===== src/rtl/uart_bus_initiator.sv =====
// Host-side master for the ASCII UART bus protocol: serialises read/write requests
// into uart_tx frames and parses "D"+4hex+CR+LF read replies coming from uart_rx.
module uart_bus_initiator #(
  parameter int TIMEOUT_CYCLES = 8192
) (
  input  logic        clk,
  input  logic        rst,
  input  logic [15:0] req_addr_i,
  input  logic [15:0] req_data_i,
  input  logic        req_rw_i,
  input  logic        req_valid_i,
  output logic        req_ready_o,
  output logic [15:0] resp_data_o,
  output logic        resp_valid_o,
  output logic        resp_err_o,
  output logic [7:0]  tx_data_o,
  output logic        tx_start_o,
  input  logic        tx_done_i,
  input  logic [7:0]  rx_data_i,
  input  logic        rx_valid_i
);

  localparam int TW = $clog2(TIMEOUT_CYCLES) + 1;

  typedef enum logic [1:0] {IDLE, SEND, WAIT_RESP} state_t;

  state_t        state, state_next;
  logic [15:0]   addr, wdata;
  logic          rw;
  logic [3:0]    ptr, ptr_next;
  logic [TW-1:0] timer, timer_next;
  logic [2:0]    idx, idx_next;
  logic [15:0]   shift, shift_next;
  logic [15:0]   resp_data, resp_data_next;
  logic          resp_valid, resp_valid_next;
  logic          resp_err, resp_err_next;
  logic          accept, handshake, last_byte;
  logic [4:0]    rx_hex;
  logic [7:0]    tx_byte;

  function automatic logic [7:0] hex_char(input logic [3:0] n);
    hex_char = (n < 4'd10) ? (8'h30 + {4'd0, n}) : (8'h37 + {4'd0, n});
  endfunction

  // Bit 4 flags a legal uppercase hex digit, bits 3:0 carry its value.
  function automatic logic [4:0] hex_value(input logic [7:0] c);
    hex_value = 5'd0;
    if (c >= 8'h30 && c <= 8'h39)
      hex_value = {1'b1, c[3:0]};
    else if (c >= 8'h41 && c <= 8'h46)
      hex_value = {1'b1, c[3:0] + 4'd9};
  endfunction

  // Holding ready low during the completion pulse keeps a new request from
  // being accepted before the previous one has been reported.
  assign req_ready_o  = (state == IDLE) && !resp_valid;
  assign accept       = req_valid_i && req_ready_o;
  assign tx_start_o   = (state == SEND);
  assign handshake    = tx_start_o && tx_done_i;
  assign last_byte    = rw ? (ptr == 4'd9) : (ptr == 4'd5);
  assign rx_hex       = hex_value(rx_data_i);
  assign tx_data_o    = tx_byte;
  assign resp_data_o  = resp_data;
  assign resp_valid_o = resp_valid;
  assign resp_err_o   = resp_err;

  always_comb begin
    tx_byte = 8'h0D;
    case (ptr)
      4'd0:    tx_byte = rw ? 8'h57 : 8'h52;
      4'd1:    tx_byte = hex_char(addr[15:12]);
      4'd2:    tx_byte = hex_char(addr[11:8]);
      4'd3:    tx_byte = hex_char(addr[7:4]);
      4'd4:    tx_byte = hex_char(addr[3:0]);
      4'd5:    tx_byte = rw ? hex_char(wdata[15:12]) : 8'h0D;
      4'd6:    tx_byte = hex_char(wdata[11:8]);
      4'd7:    tx_byte = hex_char(wdata[7:4]);
      4'd8:    tx_byte = hex_char(wdata[3:0]);
      default: tx_byte = 8'h0D;
    endcase
  end

  always_comb begin
    state_next      = state;
    ptr_next        = ptr;
    timer_next      = timer;
    idx_next        = idx;
    shift_next      = shift;
    resp_valid_next = 1'b0;
    resp_err_next   = resp_err;
    resp_data_next  = resp_data;

    case (state)
      IDLE: begin
        if (accept) begin
          state_next = SEND;
          ptr_next   = 4'd0;
        end
      end

      SEND: begin
        if (handshake) begin
          ptr_next = ptr + 4'd1;
          if (last_byte) begin
            if (rw) begin
              state_next      = IDLE;
              resp_valid_next = 1'b1;
              resp_err_next   = 1'b0;
              resp_data_next  = 16'h0000;
            end else begin
              state_next = WAIT_RESP;
              timer_next = '0;
              idx_next   = 3'd0;
            end
          end
        end
      end

      WAIT_RESP: begin
        logic lf_ok;
        logic bad;
        lf_ok      = 1'b0;
        bad        = 1'b0;
        timer_next = timer + 1'b1;
        if (rx_valid_i) begin
          case (idx)
            3'd0: if (rx_data_i == 8'h44) idx_next = 3'd1;
            3'd1, 3'd2, 3'd3, 3'd4: begin
              if (rx_hex[4]) begin
                shift_next = {shift[11:0], rx_hex[3:0]};
                idx_next   = idx + 3'd1;
              end else begin
                bad = 1'b1;
              end
            end
            3'd5: if (rx_data_i == 8'h0D) idx_next = 3'd6; else bad = 1'b1;
            3'd6: if (rx_data_i == 8'h0A) lf_ok = 1'b1; else bad = 1'b1;
            default: bad = 1'b1;
          endcase
        end
        // A valid LF landing on the final timer cycle still completes cleanly.
        if (lf_ok) begin
          state_next      = IDLE;
          resp_valid_next = 1'b1;
          resp_err_next   = 1'b0;
          resp_data_next  = shift;
        end else if (bad || timer == TW'(TIMEOUT_CYCLES - 1)) begin
          state_next      = IDLE;
          resp_valid_next = 1'b1;
          resp_err_next   = 1'b1;
          resp_data_next  = 16'h0000;
        end
      end

      default: state_next = IDLE;
    endcase
  end

  always_ff @(posedge clk) begin
    if (rst) begin
      state      <= IDLE;
      ptr        <= 4'd0;
      timer      <= '0;
      idx        <= 3'd0;
      shift      <= 16'h0000;
      resp_data  <= 16'h0000;
      resp_valid <= 1'b0;
      resp_err   <= 1'b0;
    end else begin
      state      <= state_next;
      ptr        <= ptr_next;
      timer      <= timer_next;
      idx        <= idx_next;
      shift      <= shift_next;
      resp_data  <= resp_data_next;
      resp_valid <= resp_valid_next;
      resp_err   <= resp_err_next;
    end
  end

  always_ff @(posedge clk) begin
    if (rst) begin
      addr  <= 16'h0000;
      wdata <= 16'h0000;
      rw    <= 1'b0;
    end else if (accept) begin
      addr  <= req_addr_i;
      wdata <= req_data_i;
      rw    <= req_rw_i;
    end
  end

endmodule


===== config.mk =====
export PLATFORM = sky130hd
export DESIGN_NAME = uart_bus_initiator
export DESIGN_NICKNAME = d
export VERILOG_FILES = /design/src/rtl/uart_bus_initiator.sv
export SDC_FILE = /design/constraint.sdc
export NUM_CORES = 1
export LEC_CHECK = 0
export ABC_AREA = 1
export CORE_UTILIZATION = 51
export CTS_BUF_LIST = sky130_fd_sc_hd__clkbuf_2
export DETAILED_ROUTE_END_ITERATION = 10
export GPL_TIMING_DRIVEN = 0
export MAX_ROUTING_LAYER = met4
export PLACE_DENSITY = 0.75
export SYNTH_ARGS = -nofsm -noshare
export SYNTH_HDL_FRONTEND = slang
export SYNTH_SLANG_ARGS = --single-unit

===== constraint.sdc =====
create_clock -name clk -period 2.2 [get_ports clk]
set_clock_uncertainty 0.2 [all_clocks]
set_input_delay 0.22 -clock clk [delete_from_list [all_inputs] [get_ports clk]]
set_output_delay 0.22 -clock clk [all_outputs]
set_load 0.02 [all_outputs]

# --- Word-level counts from Yosys, hierarchy flattened ---
# Index checks and enable logic that the tools add are counted.
word_totals:
  register_bits: 90
  out_inout_bits: 28
  wordCells: 159
op_classes:
  n_reduce_logical: 19
  muxes: 65
  addsub: 20
  n_lt_le_gt_ge: 12
  eq_ne: 32
op_table:
  columns: ["operator", "n"]
  rows:
  - ["$add 6x4->7 const A", 16]
  - ["$mux 16", 5]
  - ["$mux 7", 9]
  - ["$pmux 7 s9", 1]
  - ["$mux 14", 3]
  - ["$lt 4x4->1 const B", 8]
  - ["$pmux 16 s2", 1]
  - ["$pmux 14 s2", 1]
  - ["$mux 3", 8]
  - ["$mux 1", 20]
  - ["$eq 4x3->1 const B", 4]
  - ["$eq 8x4->1 const B", 2]
  - ["$add 14x1->14 const B", 1]
  - ["$eq 14x13->1 const B", 1]
  - ["$mux 2", 6]
  - ["$ne 3x3->1 const B", 4]
  - ["$reduce_and 4->1", 3]
  - ["$mux 5", 2]
  - ["$eq 3x3->1 const B", 3]
  - ["$pmux 3 s3", 1]
  - ["$reduce_and 9->1", 1]
  - ["$eq 4x2->1 const B", 2]
  - ["$eq 4x4->1 const B", 2]
  - ["$eq 8x7->1 const B", 1]
  - ["other kinds (31)", 43]

# --- Longest topological paths before layout ---
# Gate-level depths: netlist (run 1).
logic_depth:
  ltp_word: 12
  mapped_depth: 16
  ltp_nobuf: 15

# --- Worst setup path after synthesis (run 1) ---
# Ideal clock, no wire load.
synth_path:
  kind: "reg2reg"
  startpoint: "reg state[1]"
  endpoint: "reg resp_data[5], in the netlist resp_data_o[5]"
  n_path_buf: 1
  setup_ns: 0.132
  path_slack_ns: 0.012
  required_time_ns: 1.868
  stages_incl_launch_ff: 14
  arrival_time_ns: 1.855
  path_cell_list: "dfxtp_1 > inv_1 > ha_1 > inv_1 > nor2_1 > nand2_1 > nand2_1 > inv_2 > nand2_2 > nor3b_4 > nand2_4 > buf_6 > nand2_1 > a21oi_1"
synth_between:
  elab_chain_cells: 4
  elab_cells_between_ends: 10
  cone_classes: "6 x eq/ne; 1 x mux; 3 x reduce/logical"
synth_rtl:
  columns: ["item", "line_no", "text"]
  rows:
  - ["start: declaration", "27", "state_t state, state_next;"]
  - ["start signal: assignment", "170", "state <= state_next;"]
  - ["$eq 2x1->1 *", "58", "assign tx_start_o = (state == SEND);"]
  - ["net tx_start_o", "17", "output logic tx_start_o,"]
  - ["$logic_and 1x1->1", "59", "assign handshake = tx_start_o && tx_done_i;"]
  - ["$ne 2x1->1 (no source line)", null, null]
  - ["$reduce_and 5->1 (no source line)", null, null]
  - ["end signal: assignment", "175", "resp_data <= resp_data_next;"]
  - ["end: declaration", "34", "logic [15:0] resp_data, resp_data_next;"]
# The timed path passes the listed nets; every way through them passes the cells marked *.
# A chain may end at the register's enable or synchronous reset.

# --- Worst setup path in the final report (run 1) ---
layout_path:
  startpoint: "reg ptr[1]"
  endpoint: "out tx_data_o[6]"
layout_between:
  elab_chain_cells: 2
  elab_cells_between_ends: 10
  cone_classes: "8 x eq/ne; 1 x mux; 1 x reduce/logical"
layout_rtl:
  columns: ["item", "line_no", "text"]
  rows:
  - ["start: declaration", "30", "logic [3:0] ptr, ptr_next;"]
  - ["start signal: assignment", "171", "ptr <= ptr_next;"]
  - ["$eq 4x4->1, or another cell as far along", "69", "case (ptr)"]
  - ["$pmux 7 s9 *", "69", null]
  - ["end: declaration", "16", "output logic [7:0] tx_data_o,"]
# Mark *: on every way between the ends. The rest lies on a longest branch, timed or not.

==> metrics.txt, run 1 <==
ys flop type dfxtp_1; fin. max-slew vios 0; Synth Instances 750; initial drt markers 231; FF-to-FF path depth 14; Flop pwr share 0.285; Area Growth Syn to Fin 44.3%; switching part of the total 0.458; Pwr Density 1000 nW/um2; Cell Area, Synth 5100 um2; RSZ-0062 raised after global routing true; drt first pass iters 5; CP Cell Sequence buf_6 > ha_4 > inv_4 > nor2_4 > inv_2 > buf_6 > o22ai_2 > a21oi_1 > o2111ai_2 > buf_6; Yosys Warn Count 0; Post-Syn Area per Cell roughly 6.8 um2; Post-synth EDFFs 0; synth unique cells 42; required time worst endpoint ~1.8 ns; Comb power frac 0.581; setup ws final -0.527 ns; # diodes 0; TritonCTS Buffers 9; largest net degree at the start of global routing 19; die area 10400 um2; Tcrit/Tclk final 1.24; Tot GR Track Use 0.291; max capacitance violation total 0; DRC violations left 0; most frequent cells in the layout nand2_1, a21oi_1, inv_1; DRT antenna net count 0; Hold Crit Class input port to register; worst-margin pin slew 0.554 ns; Internal 4010 uW; clk_lat worst skew approximately 0.64 ns; initial antenna violation count 0; Final Hold Viols 0; most common cell after layout, fill and taps aside nand2_1; gr ovfl total 0; hold depth 3; outcome finished with violations; Site Rows 36; via count 5710; Placer Congestion 0.988; Setup crit start kind register; max incr delay on CP 0.44 ns; worst slack, placed -0.637 ns; vias in the first global route 5174; worst path arrival time 2.31 ns; Die Y 102 um; Achievable Freq 0.367 GHz; I/O pin cnt 74; layout cells sized above 1 0.243; Clock power frac 0.133; failing checks negative setup slack; post-synthesis net count a little over 800; Async SR Flop Fraction 0; total power 7390 uW; VDD IR-drop max 0.624 mV; # setup viols final 24; CTS tree done; clock sinks 90; final setup TNS -3.68 ns; Clock transition at path regs 0.30 ns; Leak 0.00293 uW; WHS 0.0215 ns; post-layout minimum cycle time 2.73 ns; Rel. slew slack 0.631; Post-Route WL between 15000 and 20000 um; port bufs 72; global-route wire length before repair 23000 um; maximum clock path buffer count 2; #FFs+latches synth 90; crit path max fanout 5; Final Net Count 979; sequential share of the synthesized area 0.353; htree depth 3; core area about 10000 um2; Psw 3380 uW; critical setup path kind register to output port; Final HPWL DP 10300 um; critical path's slowest cell dfxtp_4; Setup crit end kind output port; chip width 102 um; Root Buffer clkbuf_2; vias per cell 5.46; Starting Density 0.524; wire length per cell 14.6 um; most frequent CP cell buf_6
-- registers in the layout, summed over array words and instances, names as in the netlist --
signal / cells
addr: 16
resp_data_o: 16
shift: 16
wdata: 16
timer: 14
ptr: 4
idx: 3
state: 2
resp_err_o: 1
resp_valid_o: 1
rw: 1
-- worst max-delay path: cells and delay by family (launching register included) --
family                     cells  cell delay [ns]
AOI/OAI and AO/OA              3             0.42
adders and majority gates      1             0.15
DFF                            1             0.44
buffers and inverters          5             0.58
and+or+nand+nor                1             0.06
-- cells by family after synthesis --
kind of cell,Yosys count,share of synthesized area
buffers and inverters,138,0.108
XOR/XNOR,7,0.0120
adder cells (fa/ha/maj),25,0.0613
flip-flops,90,0.353
other,1,0.000735
AND/OR/NAND/NOR,289,0.255
AO/OA/AOI/OAI,200,0.210
-- power groups by stage --
stage,sequential (uW),combinational (uW),clock [uW]
after floorplan,2020,2150,0
after global placement,2050,2960,0
after detailed placement,2060,3060,0
after CTS,2070,3610,1000
after global routing,2140,4660,1070
final,2110,4300,986
-- synth_stat cells, types with 6 or more instances --
cell type,n,area (um2)
nand2_1,122,458
ha_1,25,313
o211ai_1,6,45.0
clkbuf_1,18,67.6
o21ai_0,79,395
nand4_1,8,50.1
nor3_1,31,155
a21oi_1,94,470
inv_1,110,413
xor2_1,6,52.6
nor3b_1,8,60.1
dfxtp_1,90,1800
nand3_1,39,195
nor2_1,67,251
-- through the flow --
stage / area (um2) / util / instances
floorplan: 5100 / - / 750
global placement: 5990 / 0.616 / 955
detailed placement: 5990 / 0.616 / 955
CTS: 6880 / 0.707 / 1020
global route: 7360 / 0.757 / 1046
finish: 7360 / 0.757 / 1046
-- routing by layer --
layer / GRT usage / part of all wire / wire length [um]
met1: 0.322 / 0.41 / 6320
met2: 0.506 / 0.51 / 7770
met3: 0.0602 / 0.042 / 646
met4: 0.126 / 0.038 / 582
met5: - / 0 / 0
-- worst paths after layout --
check,endpoint,from,slack [ns]
max,tx_data_o[6],ptr[1],-0.53
min,addr[2],req_addr_i[2],0.02
max reg2reg,resp_data_o[3],ptr[1],-0.05
min reg2reg,resp_data_o[0],resp_data_o[0],0.28
-- what timing repair did --
| action | CTS | global route |
|---|---|---|
| setup buffers | 29 | 20 |
| gates resized for setup | 160 | 89 |
| setup endpoints to repair | 81 | 89 |
| hold endpoints to repair | 20 | 4 |
| pin swaps | 24 | 25 |
| gates cloned | 0 | 2 |
| hold buffers | 20 | 4 |
-- area by class of cell --
| cell class | instances | area [um2] |
|---|---|---|
| plain buffers | 26 | 155 |
| clock buffers | 9 | 45.0 |
| clock inverters | 7 | 92.6 |
| fillers | 757 | 2360 |
| inverters | 112 | 434 |
| multi-input cells | 522 | 3230 |
| flip-flops and latches | 90 | 1850 |
| well taps | 133 | 166 |
| repair buffers | 147 | 1390 |
Power figures use the tool's default switching activity.
==> inputs of run 2 (changes only) <==
--- a/config.mk
+++ b/config.mk
@@ -9,8 +9,9 @@
 export CORE_UTILIZATION = 51
 export CTS_BUF_LIST = sky130_fd_sc_hd__clkbuf_2
+export CTS_CLUSTER_DIAMETER = 40
 export DETAILED_ROUTE_END_ITERATION = 10
 export GPL_TIMING_DRIVEN = 0
 export MAX_ROUTING_LAYER = met4
-export PLACE_DENSITY = 0.75
+export PLACE_DENSITY = 0.79
 export SYNTH_ARGS = -nofsm -noshare
 export SYNTH_HDL_FRONTEND = slang
==> constraint.sdc (replaced) <==
create_clock -name clk -period 2.2 [get_ports clk]
set_clock_uncertainty 0.2 [all_clocks]
set_input_delay 0.44 -clock clk [delete_from_list [all_inputs] [get_ports clk]]
set_output_delay 0.44 -clock clk [all_outputs]
set_load 0.02 [all_outputs]
==> run 2 against run 1 <==
- largest power group unchanged
- combinational power is 2% lower
- sequential cell count stayed put
- routed wire length is 2.7% lower
- the run still ends with negative setup slack left
- clock power is 17% lower
- core utilization is 3.5 points lower
- critical path depth is 1 lower
- maximum frequency is 4.7% lower
- register-to-register slack better by 0.04 ns
- total power is 3.3% lower
==> metrics.txt, run 2 (same netlist as run 1, synthesis figures left out) <==
post-layout minimum cycle time 2.86 ns (was 2.73 ns); CTS tree done (unchanged); Inst Count DP 955 (unchanged); DRC violations left 0 (unchanged); Tot GR Track Use 0.288 (was 0.291); Starting Density 0.524 (unchanged); Post-Route WL 14900 um (was 15300 um); VDD IR-drop max 0.663 mV (was 0.624 mV); largest net degree at the start of global routing 18 (was 19); Pwr Density 1020 nW/um2 (was 1000 nW/um2); Root Buffer clkbuf_2 (unchanged); max incr delay on CP 0.39 ns (was 0.44 ns); Final HPWL DP 10300 um (about the same); DRT antenna net count 0 (unchanged); Setup crit start kind register (unchanged); most common cell after layout, fill and taps aside nand2_1 (unchanged); required time worst endpoint 1.56 ns (was 1.78 ns); Die Y 102 um (unchanged); htree depth 3 (unchanged); Final Net Count 951 (was 979); most frequent CP cell nand2_1 (was buf_6); # diodes 0 (unchanged); port bufs 72 (unchanged); TritonCTS Buffers 9 (unchanged); final core utilization 0.722 (was 0.757); via count 5582 (was 5710); total power 7150 uW (was 7390 uW); Area Growth Syn to Fin 37.6% (was 44.3%); global-route wire length before repair 22800 um (was 23000 um); FILL cells 793 (was 757); die area 10400 um2 (unchanged); initial drt markers 276 (was 231); worst path arrival time 2.22 ns (was 2.31 ns); drt first pass iters 5 (unchanged); WHS 0.161 ns (was 0.0215 ns); setup ws final -0.661 ns (was -0.527 ns); failing checks negative setup slack (unchanged); Achievable Freq 0.350 GHz (was 0.367 GHz); vias per cell 5.48 (was 5.46); clk_lat worst skew 0.62 ns (was 0.64 ns); outcome finished with violations (unchanged); Site Rows 36 (unchanged); Leak 0.00287 uW (was 0.00293 uW); layout cells sized above 1 0.233 (was 0.243); wire length per cell 14.6 um (about the same); gr ovfl total 0 (unchanged); Final Hold Viols 0 (unchanged); Setup crit end kind output port (unchanged); vias in the first global route 5091 (was 5174); maximum clock path buffer count 2 (unchanged); CP Cell Sequence inv_1 > ha_1 > nand2_1 > nand2_1 > o221ai_2 > nand2_1 > nor3_1 > nand4_1 > buf_4 (was buf_6 > ha_4 > inv_4 > nor2_4 > inv_2 > buf_6 > o22ai_2 > a21oi_1 > o2111ai_2 > buf_6); Clock transition at path regs 0.28 ns (was 0.30 ns); Finished Layout Cells 1018 (was 1046); most frequent cells in the layout nand2_1, a21oi_1, inv_1 (unchanged); chip width 102 um (unchanged); # setup viols final 12 (was 24); core area 9730 um2 (unchanged); worst-margin pin slew 0.564 ns (was 0.554 ns); RSZ-0062 raised after global routing true (unchanged); initial antenna violation count 0 (unchanged); I/O pin cnt 74 (unchanged); max capacitance violation total 0 (unchanged); Placer Congestion 0.972 (was 0.988); crit path max fanout 3 (was 5); critical path's slowest cell dfxtp_2 (was dfxtp_4); fin. max-slew vios 0 (unchanged); Tcrit/Tclk final 1.30 (was 1.24); clock sinks 90 (unchanged); Hold Crit Class input port to register (unchanged); critical setup path kind register to output port (unchanged); Rel. slew slack 0.624 (was 0.631)
-- run 2: changes by cell type in the layout (fill, tap and decap cells not counted), sizes merged, moves of 2 or more --
cell	before	now
clkdlybuf4s50	62	43
inv	116	114
clkbuf	29	27
dlygate4sd3	24	1
clkinv	2	4
buf	65	62
dlygate4sd2	0	18
-- run 2: final timing paths --
path	endpoint	startpoint	cells after the start	slack (ns)
setup / recovery	tx_data_o[2]	addr[12]	9	-0.66
hold / removal	resp_valid_o	tx_done_i	3	0.16
setup reg to reg	resp_data_o[3]	ptr[1]	14	-0.01
hold reg to reg	resp_data_o[8]	resp_data_o[8]	2	0.28
-- run 2: power by group --
group / total [uW] / internal (uW) / switching, uW
clock network: 823 / 174 / 649
logic: 4230 / 1760 / 2470
registers: 2090 / 1900 / 197
-- run 2: final cells by class --
| type | instances | area (um2) | share of cell area |
|---|---|---|---|
| Tap cell | 133 | 166 | 0.0237 |
| Clock inverter | 7 | 61.3 | 0.00873 |
| Sequential cell | 90 | 1840 | 0.261 |
| Multi-Input combinational cell | 522 | 3220 | 0.458 |
| Clock buffer | 9 | 45.0 | 0.00641 |
| Inverter | 112 | 447 | 0.0636 |
| Timing Repair Buffer | 119 | 1090 | 0.155 |
| Buffer | 26 | 159 | 0.0226 |
-- run 2: layer usage --
metal / up-vias / global-route usage / routed length (um)
li1: 2758 / - / -
met3: 47 / 0.0677 / 848
met4: 0 / 0.125 / 427
met5: - / - / 0
met1: 2593 / 0.310 / 5900
met2: 184 / 0.503 / 7730
-- run 2: worst max-delay path: cells and delay by family (launching register included) --
family | cells | cell delay [ns]
simple gates | 5 | 0.57
flops | 1 | 0.39
buf+inv | 2 | 0.23
fa+ha+maj | 1 | 0.22
compound gates | 1 | 0.19
-- run 2: metrics by stage --
stage / setup TNS (ns) / cell area, um2 / setup WS, ns
global placement: -33.06 / 5990 / -0.794
CTS: -4.54 / 6520 / -0.681
global route: -7.20 / 7020 / -0.782
detailed placement: -38.10 / 5990 / -0.839
finish: -4.46 / 7020 / -0.661
floorplan: 0 / 5100 / 0.0123
-- run 2: what timing repair did --
item	4_1_cts	5_1_grt
hold buffers	0	1
pin swaps	23	38
setup endpoints to repair	100	76
gates cloned	0	2
buffers inserted	21	23
gates resized for setup	168	104
endpoints found under the hold margin	0	1
==> inputs of run 3 (changes only) <==
Settings changed: PLACE_DENSITY 0.79 to unset, PLACE_DENSITY_LB_ADDON set to 0.08.
==> run 3 against run 2 <==
- the flow still finishes with violations (negative setup slack)
- worst hold slack got worse by 0.11 ns
- setup slack got worse by 0.057 ns
- total power rose by 6.4%
- critical path depth did not move
- sequential power barely moved
- routed wire length rose by 3.3%
- sequential share of layout area fell by 0.81 points
- combinational power rose by 8.7%
- core utilization rose by 2.5 points
- critical endpoint is now tx_data_o[1]
- highest routed layer unchanged
==> metrics.txt, run 3 (same netlist as run 1, synthesis figures left out) <==
TritonCTS Buffers 9 (unchanged); Achievable Freq 0.343 GHz (was 0.350 GHz); DRT antenna net count 0 (unchanged); clk_lat worst skew 0.62 ns (about the same); WHS 0.0502 ns (was 0.161 ns); critical path's slowest cell dfxtp_4 (was dfxtp_2); layout cells sized above 1 0.283 (was 0.233); post-layout minimum cycle time 2.92 ns (was 2.86 ns); Die Y 102 um (unchanged); worst-margin pin slew 0.690 ns (was 0.564 ns); via count 5586 (was 5582); VDD IR-drop max 0.822 mV (was 0.663 mV); Placer Congestion 0.925 (was 0.972); gr ovfl total 0 (unchanged); initial antenna violation count 0 (unchanged); Tcrit/Tclk final 1.33 (was 1.30); CP Cell Sequence buf_6 > ha_4 > nand3_4 > nor2_4 > o211ai_1 > nand4_1 > nor3_2 > nand2_1 > buf_6 (was inv_1 > ha_1 > nand2_1 > nand2_1 > o221ai_2 > nand2_1 > nor3_1 > nand4_1 > buf_4); Psw 3490 uW (was 3320 uW); wire length per cell 15.1 um (was 14.6 um); # diodes 0 (unchanged); FILL cells 788 (was 793); Final Hold Viols 0 (unchanged); Finished Layout Cells 1021 (was 1018); port bufs 72 (unchanged); global-route wire length before repair 22800 um (about the same); critical setup path kind register to output port (unchanged); Comb power frac 0.604 (was 0.592); hold depth 3 (unchanged); fin. max-slew vios 0 (unchanged); RSZ-0062 raised after global routing true (unchanged); I/O pin cnt 74 (unchanged); Tot GR Track Use 0.288 (about the same); htree depth 3 (unchanged); # setup viols final 42 (was 12); Starting Density 0.524 (unchanged); Inst Count DP 955 (unchanged); Final Net Count 954 (was 951); most frequent cells in the layout nand2_1, inv_1, a21oi_1 (was nand2_1, a21oi_1, inv_1); Root Buffer clkbuf_2 (unchanged); setup ws final -0.717 ns (was -0.661 ns); vias in the first global route 5108 (was 5091); worst slack, placed -0.818 ns (was -0.839 ns); largest net degree at the start of global routing 18 (unchanged); crit path max fanout 4 (was 3); Site Rows 36 (unchanged); max incr delay on CP 0.43 ns (was 0.39 ns); vias per cell 5.47 (was 5.48); Flop pwr share 0.275 (was 0.293); Setup crit end kind output port (unchanged); final setup TNS -9.38 ns (was -4.46 ns); most frequent CP cell buf_6 (was nand2_1); Leak 0.00293 uW (was 0.00287 uW); Pwr Density 1050 nW/um2 (was 1020 nW/um2); Final HPWL DP 10100 um (was 10300 um); CTS tree done (unchanged); worst path arrival time 2.28 ns (was 2.22 ns); sequential cell area 1840 um2 (about the same); Hold Crit Class input port to register (unchanged); clock sinks 90 (unchanged); Rel. slew slack 0.540 (was 0.624); Clock power frac 0.120 (was 0.115); die area 10400 um2 (unchanged); required time worst endpoint 1.56 ns (about the same); Clock transition at path regs 0.29 ns (was 0.28 ns); failing checks negative setup slack (unchanged); DRC violations left 0 (unchanged); switching part of the total 0.458 (was 0.464); Setup crit start kind register (unchanged); most common cell after layout, fill and taps aside nand2_1 (unchanged); Area Growth Syn to Fin 42.4% (was 37.6%); outcome finished with violations (unchanged); FF-to-FF path depth 16 (was 14); area of the multi-input gates 3390 um2 (was 3220 um2); maximum clock path buffer count 2 (unchanged); chip width 102 um (unchanged); max capacitance violation total 0 (unchanged); Internal 4120 uW (was 3830 uW); core area 9730 um2 (unchanged); drt first pass iters 5 (unchanged); Post-Route WL 15400 um (was 14900 um); initial drt markers 252 (was 276)
==> run 3: cell count changes in the layout (fill, tap and decap cells not counted), sizes merged <==
cell / change
buf: +3
bufinv: +1
clkbuf: +2
clkinv: -1
dlygate4sd3: -1
inv: -1
==> run 3: area by class of cell <==
class / instances / area share
inverter: 112 / 0.0604
tap: 133 / 0.0229
multi-input combinational: 522 / 0.466
timing repair buffer: 123 / 0.158
clock inverter: 6 / 0.00999
clock buffer: 10 / 0.00689
sequential: 90 / 0.253
buffer: 25 / 0.0219
==> run 3: timing repair <==
action	CTS	global route
endpoints found under the setup margin	98	78
setup buffers	25	23
resized for setup	191	137
gates cloned	0	3
pin swaps	23	49
hold buffers	0	0
==> run 3: power by group through the flow <==
stage | logic [uW] | registers [uW] | clock network (uW)
5_1_grt | 4950 | 2120 | 1000
3_5_place_dp | 3040 | 2060 | 0
6_report | 4600 | 2090 | 915
4_1_cts | 3690 | 2060 | 921
2_1_floorplan | 2150 | 2020 | 0
3_3_place_gp | 2970 | 2050 | 0
==> run 3: metrics by stage <==
stage               utilization  power (uW)  area [um2]
floorplan                     -        4180        5100
global placement          0.616        5020        5990
detailed placement        0.616        5100        5990
CTS                       0.681        6670        6620
global route              0.747        8070        7270
finish                    0.747        7600        7270
==> run 3: per-layer routing <==
layer,up-vias,wire length [um],GRT usage
met3,47,770,0.0650
li1,2760,-,-
met1,2597,6090,0.307
met5,-,0,-
met2,182,8000,0.510
met4,0,541,0.126
==> run 3: final timing paths <==
check | from | slack (ns) | end
setup / recovery | ptr[0] | -0.72 | tx_data_o[1]
hold / removal | rx_data_i[1] | 0.05 | shift[1]
setup reg to reg | ptr[0] | -0.21 | timer[11]
hold reg to reg | resp_data_o[0] | 0.28 | resp_data_o[0]
==> run 3: critical path, delay by kind of cell, from the launching register on <==
kind | cells | cell delay [ns]
simple gates | 5 | 0.69
fa+ha+maj | 1 | 0.17
buf+inv | 2 | 0.26
compound gates | 1 | 0.10
flops | 1 | 0.43
